$ cat src/rtl/sdram_arbiter.sv
// Slot scheduler sharing one SDRAM controller between video, CPU and DMA.
// Eight-cycle slots; owner chosen and command registered at the end of phase 7.
module sdram_arbiter #(
  parameter int REFRESH_SLOTS = 64,
  parameter int STARVE_SLOTS  = 4
) (
  input  logic        clk,
  input  logic        reset,
  input  logic        vid_req,
  input  logic        cpu_req,
  input  logic        dma_req,
  input  logic [23:0] vid_addr,
  input  logic [23:0] cpu_addr,
  input  logic [23:0] dma_addr,
  input  logic [15:0] cpu_din,
  input  logic [15:0] dma_din,
  input  logic [1:0]  cpu_ds,
  input  logic [1:0]  dma_ds,
  input  logic        cpu_we,
  input  logic        dma_we,
  output logic        vid_ack,
  output logic        cpu_ack,
  output logic        dma_ack,
  output logic [15:0] vid_rdata,
  output logic [15:0] cpu_rdata,
  output logic [15:0] dma_rdata,
  output logic        mem_sync,
  output logic [23:0] mem_addr,
  output logic [15:0] mem_din,
  output logic [1:0]  mem_ds,
  output logic        mem_oe,
  output logic        mem_we,
  input  logic [15:0] mem_dout,
  output logic [1:0]  grant
);

  typedef enum logic [1:0] {
    O_IDLE = 2'd0,
    O_VID  = 2'd1,
    O_CPU  = 2'd2,
    O_DMA  = 2'd3
  } owner_t;

  owner_t      owner;
  owner_t      nxt;
  logic [2:0]  phase;
  logic [6:0]  since_idle;
  logic [2:0]  dma_wait;
  logic        vid_ok;
  logic        cpu_ok;
  logic        dma_ok;

  assign grant = owner;

  // The owner of the ending slot may not win the next one.
  always_comb begin
    vid_ok = vid_req && (owner != O_VID);
    cpu_ok = cpu_req && (owner != O_CPU);
    dma_ok = dma_req && (owner != O_DMA);
    nxt    = O_IDLE;
    if (int'(since_idle) == REFRESH_SLOTS)
      nxt = O_IDLE;
    else if (dma_ok && int'(dma_wait) >= STARVE_SLOTS)
      nxt = O_DMA;
    else if (vid_ok)
      nxt = O_VID;
    else if (cpu_ok)
      nxt = O_CPU;
    else if (dma_ok)
      nxt = O_DMA;
  end

  always_ff @(posedge clk or posedge reset) begin
    if (reset) begin
      phase      <= 3'd0;
      mem_sync   <= 1'b1;
      owner      <= O_IDLE;
      mem_addr   <= 24'd0;
      mem_din    <= 16'd0;
      mem_ds     <= 2'd0;
      mem_oe     <= 1'b0;
      mem_we     <= 1'b0;
      vid_ack    <= 1'b0;
      cpu_ack    <= 1'b0;
      dma_ack    <= 1'b0;
      vid_rdata  <= 16'd0;
      cpu_rdata  <= 16'd0;
      dma_rdata  <= 16'd0;
      since_idle <= 7'd0;
      dma_wait   <= 3'd0;
    end else begin
      phase    <= phase + 3'd1;
      mem_sync <= (phase == 3'd7) || (phase < 3'd3);
      vid_ack  <= 1'b0;
      cpu_ack  <= 1'b0;
      dma_ack  <= 1'b0;
      if (phase == 3'd7) begin
        // Complete the ending slot.
        unique case (owner)
          O_VID: begin
            vid_ack <= 1'b1;
            if (mem_oe) vid_rdata <= mem_dout;
          end
          O_CPU: begin
            cpu_ack <= 1'b1;
            if (mem_oe) cpu_rdata <= mem_dout;
          end
          O_DMA: begin
            dma_ack <= 1'b1;
            if (mem_oe) dma_rdata <= mem_dout;
          end
          default: ;
        endcase
        owner <= nxt;
        unique case (nxt)
          O_VID: begin
            mem_addr <= vid_addr;
            mem_din  <= 16'd0;
            mem_ds   <= 2'b11;
            mem_oe   <= 1'b1;
            mem_we   <= 1'b0;
          end
          O_CPU: begin
            mem_addr <= cpu_addr;
            mem_din  <= cpu_din;
            mem_ds   <= cpu_ds;
            mem_oe   <= ~cpu_we;
            mem_we   <= cpu_we;
          end
          O_DMA: begin
            mem_addr <= dma_addr;
            mem_din  <= dma_din;
            mem_ds   <= dma_ds;
            mem_oe   <= ~dma_we;
            mem_we   <= dma_we;
          end
          default: begin
            mem_addr <= 24'd0;
            mem_din  <= 16'd0;
            mem_ds   <= 2'd0;
            mem_oe   <= 1'b0;
            mem_we   <= 1'b0;
          end
        endcase
        if (nxt == O_IDLE)
          since_idle <= 7'd0;
        else if (since_idle != 7'h7f)
          since_idle <= since_idle + 7'd1;
        if (nxt == O_DMA || !dma_req)
          dma_wait <= 3'd0;
        else if (dma_wait != 3'd7)
          dma_wait <= dma_wait + 3'd1;
      end
    end
  end

endmodule

$ cat config.mk
export PLATFORM = sky130hd
export DESIGN_NAME = sdram_arbiter
export DESIGN_NICKNAME = d
export VERILOG_FILES = /design/src/rtl/sdram_arbiter.sv
export SDC_FILE = /design/constraint.sdc
export NUM_CORES = 1
export LEC_CHECK = 0
export ABC_AREA = 0
export BUFFER_PORTS_ARGS = -buffer_cell sky130_fd_sc_hd__buf_2
export CAP_MARGIN = 5
export CORE_ASPECT_RATIO = 1.25
export CORE_MARGIN = 4
export CORE_UTILIZATION = 51
export DETAILED_ROUTE_END_ITERATION = 10
export HOLD_SLACK_MARGIN = 0.1
export PLACE_DENSITY = 0.95
export SETUP_SLACK_MARGIN = 0.15
export SKIP_CTS_REPAIR_TIMING = 1
export SYNTH_ARGS = -nofsm -noshare
export SYNTH_HDL_FRONTEND = slang
export SYNTH_SLANG_ARGS = --single-unit
$ cat constraint.sdc
create_clock -name clk -period 7.3 [get_ports clk]
set_input_delay 0.73 -clock clk [delete_from_list [all_inputs] [get_ports clk]]
set_output_delay 0.73 -clock clk [all_outputs]
set_load 0.005 [all_outputs]
==> impl_metrics.toml, run 1 <==
[critical_path]
crit_path_cell_trace = "ha_1, ha_1, inv_1, a41oi_1, or4b_4, nor2_8, a221o_1"
cp.depth = 7
critPathMaxStageDelay_ns = 0.67
path_buf_inv = 1
reg2reg_setup_slack_ns = 4.45
r2r-start = "phase[0]$_DFF_PP0_"
rr_endpoint = "mem_addr[1]$_DFFE_PP0P_"
cp.required_ns = 7.58
worstSetupStartpoint = "phase[0]$_DFF_PP0_"
cp_data_arrival_time_ns = 3.12
critical_path_class = "reg2reg"
worst_path_most_repeated_cell = "ha_1"
endpoint = "mem_addr[1]$_DFFE_PP0P_"
slowest_stage = "or4b_4"
r2r_cells = 7
cp_top_family = "simple AND/OR/NAND/NOR gates"
start_kind = "flop"
crit_path_end_kind = "flop"
crit_fanout = 26

[layout]
final_cells = 733
area_growth_pct = 30.15
layout-drive-gt1-share_pct = 50.58
n_antenna_cell = 0
nNetsFinal = 739
multi_input_area_um2 = 2088
design_area_um2 = 6541
ff_latch_area_um2 = 2779
fillers = 719

[timing]
min_period_ns = 2.848
max_freq_ghz = 0.3512
slew_headroom_pct = 45.72
setup_tns_ns = 0
setup_viol = 0
finClkSkew_ns = 0.008518
finalHoldViolCount = 0
setup_ws_ns = 4.452
fin_crit_sh_pct = 39.01
rsz0062_at_grt = "no"
slew_violations = 0
worst_slew_pin_slew_ns = 0.8133

[logic_synthesis]
synth.avg_cell_area_um2 = 13.26
yosys_warnings = 0
ys.flop_type = "dfrtp_1"
synth_top_area_share_pct = 54.77
synth.distinct_cells = 42
async_reset_ff_share_pct = 100.0
synth_seq_cells = 111
seq_area_frac_synth_pct = 55.29
syn_area_um2 = 5026
syn_inst = 379
synth_area_leaders = "dfrtp_1 (55%), mux2_2 (11%), a221o_1 (5.4%), mux2_1 (5.2%), mux2i_1 (3.4%)"
yosys.area.top_type = "dfrtp_1"
synth_edf_count = 0
synthesis.nets = 516

[detailed_routing]
vias = 4010
post_drt_via_cell_ratio = 5.471
drtIter0Drc = 140
drt-total-wl_um = 13340
firstDrtPassIters = 4
drtAntennaViolNets = 0
route.detailed.drc = 0
routedWlPerCell_um = 18.20

[power]
pwr_density_cell_nw_per_um2 = 317.4
p_total_mw = 2.076
irDropWorstVdd_v = 0.0001819
p_leak_nw = 3.343

[run]
max_cap_viol_count = 0

[floorplan]
core_area_um2 = 9609
ios = 229
die_area_um2 = 11520
initial_core_util_pct = 52.30
num_rows = 40
die_w_um = 96.79
die_height_um = 119.0

[clock_network]
cts_buffers = 9
path_clk_slew_ns = 0.08
ctsLongestPathBuffers = 2
htreeDepth = 3
clkSinkCount = 111
cts_tree = "built"
worstSkewPairLatency_ns = 0.34
cts-root-buf = "clkbuf_16"

[place]
place_ws_ns = 4.502
placed_cell_area_um2 = 6247
dp_cells = 717
dp_hpwl_um = 9852
port_buffers = 228
place_congestion = 0.8610

[grt]
grt_pass1_vias = 4315
grt_pass1_wl_um = 21820
antenna_found_initial = 0
overflow = 0
grt_usage_pct = 23.19
grt_start_max_net_pins = 62

[status]
status = "complete, no violations"

[min_path]
hold_path_class = "in2async"
[metrics by stage]
stage | util [%] | hold slack [ns]
CTS | 68.07 | 0.4847
detailed placement | 65.01 | 0.4528
global route | 68.07 | 0.5079
finish | 68.07 | 0.4657
floorplan | - | 0.4216
global placement | 65.01 | 0.4413
[how the worst min path moves through the flow]
| stage | startpoint | to | slack (ns) | depth (start not counted) |
|---|---|---|---|---|
| after floorplan | phase[0]$_DFF_PP0_ | phase[0]$_DFF_PP0_ | 0.42 | 1 |
| after CTS | reset | dma_rdata[1]$_DFFE_PP0P_ | 0.48 | 2 |
| final | reset | dma_rdata[2]$_DFFE_PP0P_ | 0.47 | 2 |
| after detailed placement | phase[0]$_DFF_PP0_ | phase[0]$_DFF_PP0_ | 0.45 | 1 |
| after global placement | phase[0]$_DFF_PP0_ | phase[0]$_DFF_PP0_ | 0.44 | 1 |
| after global routing | mem_din[5]$_DFFE_PP0P_ | mem_din[5]$_DFFE_PP0P_ | 0.51 | 1 |
[registers in the layout, indices dropped and copies added (netlist names)]
name,count
cpu_rdata,16
vid_rdata,16
dma_rdata,16
since_idle,7
grant,2
phase,3
mem_addr,24
mem_we,1
vid_ack,1
mem_oe,1
mem_din,16
mem_ds,2
cpu_ack,1
dma_wait,3
mem_sync,1
dma_ack,1
[synthesized netlist by cell type (4+ instances only)]
library cell and number:
mux2_1 23, dfrtp_1 110, buf_6 6, a221o_1 27, a21oi_1 10, o2bb2ai_1 17
nor2b_1 27, mux2_2 50, clkbuf_1 12, nor2_1 7, inv_1 11, nand3_1 4
o21ai_0 4, mux2i_1 17, ha_1 6, nand2_1 13
[report_power, final]
group          leakage (nW)  total, mW  internal (mW)  switching, mW
Sequential             1.36      0.939          0.810          0.129
Clock                 0.144      0.477          0.253          0.224
Combinational          1.84      0.660          0.369          0.291
Total                  3.34       2.08           1.43          0.644
[routing by layer]
layer | up-vias | track usage (%) | part of all wire (%)
li1 | 1854 | - | -
met1 | 1950 | 26.96 | 38
met2 | 180 | 41.36 | 53
met3 | 26 | 4.862 | 6.5
met4 | 0 | 9.658 | 2.5
met5 | - | 0 | 0
[cells by family (layout without fill, tap and decap cells)]
| kind of cell | after synthesis | after routing | synth area share [%] |
|---|---|---|---|
| buffers and inverters | 32 | 260 | 3.360 |
| AOI/OAI and AO/OA | 73 | 73 | 12.22 |
| xor gates and xnor gates | 3 | 3 | 0.5229 |
| DFF | 111 | 111 | 55.29 |
| muxes | 90 | 90 | 19.74 |
| and+or+nand+nor | 64 | 64 | 7.369 |
| adders and majority gates | 6 | 6 | 1.494 |
[placed cells by master (no fill, tap or decap), types with 2 or more instances in the layout]
| cell | synthesis | routed |
|---|---|---|
| and3_1 | 2 | 2 |
| a21oi_1 | 10 | 10 |
| o21ai_0 | 4 | 4 |
| inv_1 | 11 | 10 |
| nor2b_1 | 27 | 27 |
| buf_2 | 3 | 228 |
| buf_4 | 0 | 5 |
| clkbuf_8 | 0 | 2 |
| dfrtp_1 | 110 | 110 |
| nand4_1 | 2 | 2 |
| ha_1 | 6 | 6 |
| mux2_2 | 50 | 50 |
| a221o_1 | 27 | 27 |
| clkinv_4 | 0 | 2 |
| o2bb2ai_1 | 17 | 17 |
| nand2_1 | 13 | 13 |
| mux2i_1 | 17 | 17 |
| nand3_1 | 4 | 4 |
| nor3_1 | 2 | 2 |
| a21boi_0 | 3 | 3 |
| xnor2_1 | 3 | 3 |
| mux2_1 | 23 | 23 |
| clkbuf_16 | 0 | 9 |
| nor2_1 | 7 | 7 |
[layout make-up]
type	instances	area share, %
sequential	111	42.48
multi-input combinational	236	31.92
timing repair buffer	233	18.02
clock buffer	11	3.864
tap	126	2.410
inverter	11	0.6695
clock inverter	5	0.6312
Note: power is estimated with default switching activity, not from simulation.
==> inputs of run 2 (changes only) <==
ABC_AREA = 1   (was 0)
CORE_UTILIZATION = 43   (was 51)
PLACE_DENSITY = 0.88   (was 0.95)
clock period = 2.6 ns   (was 7.3 ns; I/O delays follow)
==> run 2 against run 1 <==
Effect of this change:
- largest cell class unchanged
- worst setup slack worse by 4.1 ns
- wire length up 13%
- largest power group unchanged
- power rose to 2.5 times the previous value
- maximum frequency up 27%
- cell count up 42%
- core utilization down 9.7 points
- sequential power up 150%
- critical endpoint is now since_idle[2]$_DFFE_PP0P_
- global-route usage down 2.1 points
- first-iteration DRC count rose to 2.5 times the previous value
- hold slack worse by 0.37 ns
- combinational power up 110%
- synthesized cell count up 77%
==> impl_metrics.toml, run 2 <==
[layout]
largest_reg_flops = 24
regMostFlops = "mem_addr"
area_growth_pct = 30.38
fin_util_pct = 58.34
fillers = 1110
n_antenna_cell = 0
ff_latch_area_um2 = 2779
final_cells = 1044
layout-drive-gt1-share_pct = 30.24
final_cell_mix = "nand2_1 (252), buf_2 (228), dfrtp_1 (110), nand3_1 (87), inv_1 (46)"
multi_input_area_um2 = 2120
final_common_cell = "nand2_1"
nNetsFinal = 1015
design_area_um2 = 6873

[timing]
fin_crit_sh_pct = 86.15
setup_tns_ns = 0
finalHoldViolCount = 0
min_period_ns = 2.240
holdWs_ns = 0.09206
finClkSkew_ns = 0.01261
max_freq_ghz = 0.4464
slew_violations = 0
worst_slew_pin_slew_ns = 0.5695
setup_ws_ns = 0.3600
setup_viol = 0
slew_headroom_pct = 62.03
rsz0062_at_grt = "no"

[power]
p_clk_share_pct = 29.8
p_total_mw = 5.272
power.switching_mw = 1.614
p_seq_share_pct = 44.3
p_leak_nw = 3.895
pwr_density_cell_nw_per_um2 = 767.0
power.share.switching_pct = 30.62
p_int_mw = 3.657
irDropWorstVdd_v = 0.0004783
comb_power_share_pct = 25.8

[logic_synthesis]
yosys-top-cells-count = "nand2_1 (252), dfrtp_1 (110), nand3_1 (87)"
synth_area_leaders = "dfrtp_1 (52%), nand2_1 (18%), nand3_1 (8.3%), inv_1 (3.3%), o21ai_0 (3.3%)"
synth_seq_cells = 111
yosys_warnings = 0
yosys.area.top_type = "dfrtp_1"
synth_top_area_share_pct = 52.22
async_reset_ff_share_pct = 100.0
synthesis.nets = 806
synth_edf_count = 0
syn_area_um2 = 5271
syn_inst = 669
synth.distinct_cells = 24
ys.flop_type = "dfrtp_1"
synth.most_common_cell = "nand2_1"
seq_area_frac_synth_pct = 52.72
synth.avg_cell_area_um2 = 7.879

[critical_path]
worstSetupStartpoint = "grant[0]$_DFFE_PP0P_"
critical_path_class = "reg2reg"
cp.required_ns = 2.88
crit_path_end_kind = "flop"
reg2reg_setup_slack_ns = 0.36
rr_endpoint = "since_idle[2]$_DFFE_PP0P_"
start_kind = "flop"
cp_data_arrival_time_ns = 2.52
r2r_cells = 11
r2r-start = "grant[0]$_DFFE_PP0P_"
endpoint = "since_idle[2]$_DFFE_PP0P_"
crit_fanout = 47

[floorplan]
die_height_um = 131.8
initial_core_util_pct = 44.74
die_w_um = 107.0
core_area_um2 = 11780
num_rows = 44
die_area_um2 = 14110
ios = 229

[clock_network]
clkSinkCount = 111
cts_buffers = 9
cts-root-buf = "clkbuf_16"
cts_tree = "built"
ctsLongestPathBuffers = 2
path_clk_slew_ns = 0.08
htreeDepth = 3
worstSkewPairLatency_ns = 0.34

[detailed_routing]
firstDrtPassIters = 5
drt-total-wl_um = 15140
drtAntennaViolNets = 0
route.detailed.drc = 0
routedWlPerCell_um = 14.50
vias = 5252
post_drt_via_cell_ratio = 5.031
drtIter0Drc = 355

[grt]
antenna_found_initial = 0
grt_pass1_wl_um = 24370
grt_usage_pct = 21.08
grt_start_max_net_pins = 112
overflow = 0
grt_pass1_vias = 5079

[min_path]
hold_path_class = "in2async"

[run]
max_cap_viol_count = 0

[place]
port_buffers = 228
dp_cells = 1028
place_ws_ns = 0.3319
place_congestion = 0.8188
dp_hpwl_um = 10830
placed_cell_area_um2 = 6520

[status]
status = "complete, no violations"
==> run 2: worst max-delay path: stages (launching register included) <==
cell and delay, ns:
dfrtp_1 0.44, inv_1 0.06, nand2_1 0.08, nand2_1 0.10, nand2_1 0.16, nand3_4 0.30, nand2_1 0.17, buf_6 0.35
nand3_2 0.25, nand2_1 0.14, nand3_1 0.08, nand2_1 0.06
==> run 2: per-layer routing <==
metal | vias to the layer above | share of wire (%) | global-route usage (%)
li1 | 2563 | - | -
met2 | 233 | 49 | 35.25
met5 | - | 0 | 0
met1 | 2426 | 41 | 26.60
met3 | 30 | 8.1 | 5.634
met4 | 0 | 2.1 | 6.468
==> run 2: area by class of cell <==
cell class	instances	share of cell area, %
clock buffers	9	3.277
clock inverters	7	1.729
inverters	50	2.785
multi-input cells	469	30.84
flip-flops and latches	111	40.43
well taps	161	2.931
repair buffers	237	18.00
==> run 2: worst min path at each step <==
stage,depth (start not counted),end,startpoint
floorplan,1,mem_sync$_DFF_PP1_,phase[1]$_DFF_PP0_
global route,3,mem_addr[15]$_DFFE_PP0P_,reset
detailed placement,1,phase[0]$_DFF_PP0_,phase[0]$_DFF_PP0_
CTS,3,mem_addr[23]$_DFFE_PP0P_,reset
global placement,1,mem_sync$_DFF_PP1_,phase[1]$_DFF_PP0_
finish,3,mem_addr[23]$_DFFE_PP0P_,reset
==> run 2: logic make-up after synthesis <==
| logic type | share of synthesized area [%] |
|---|---|
| and+or+nand+nor | 32.83 |
| DFF | 52.72 |
| buffers and inverters | 7.263 |
| AOI/OAI and AO/OA | 5.768 |
| adders and majority gates | 1.424 |
==> run 2: power groups by stage <==
stage	clock network [mW]	registers [mW]	logic (mW)
after floorplan	0	2.38	0.685
after global placement	0	2.35	1.33
after detailed placement	0	2.35	1.38
after CTS	1.61	2.34	1.37
after global routing	1.67	2.39	1.55
final	1.57	2.34	1.36
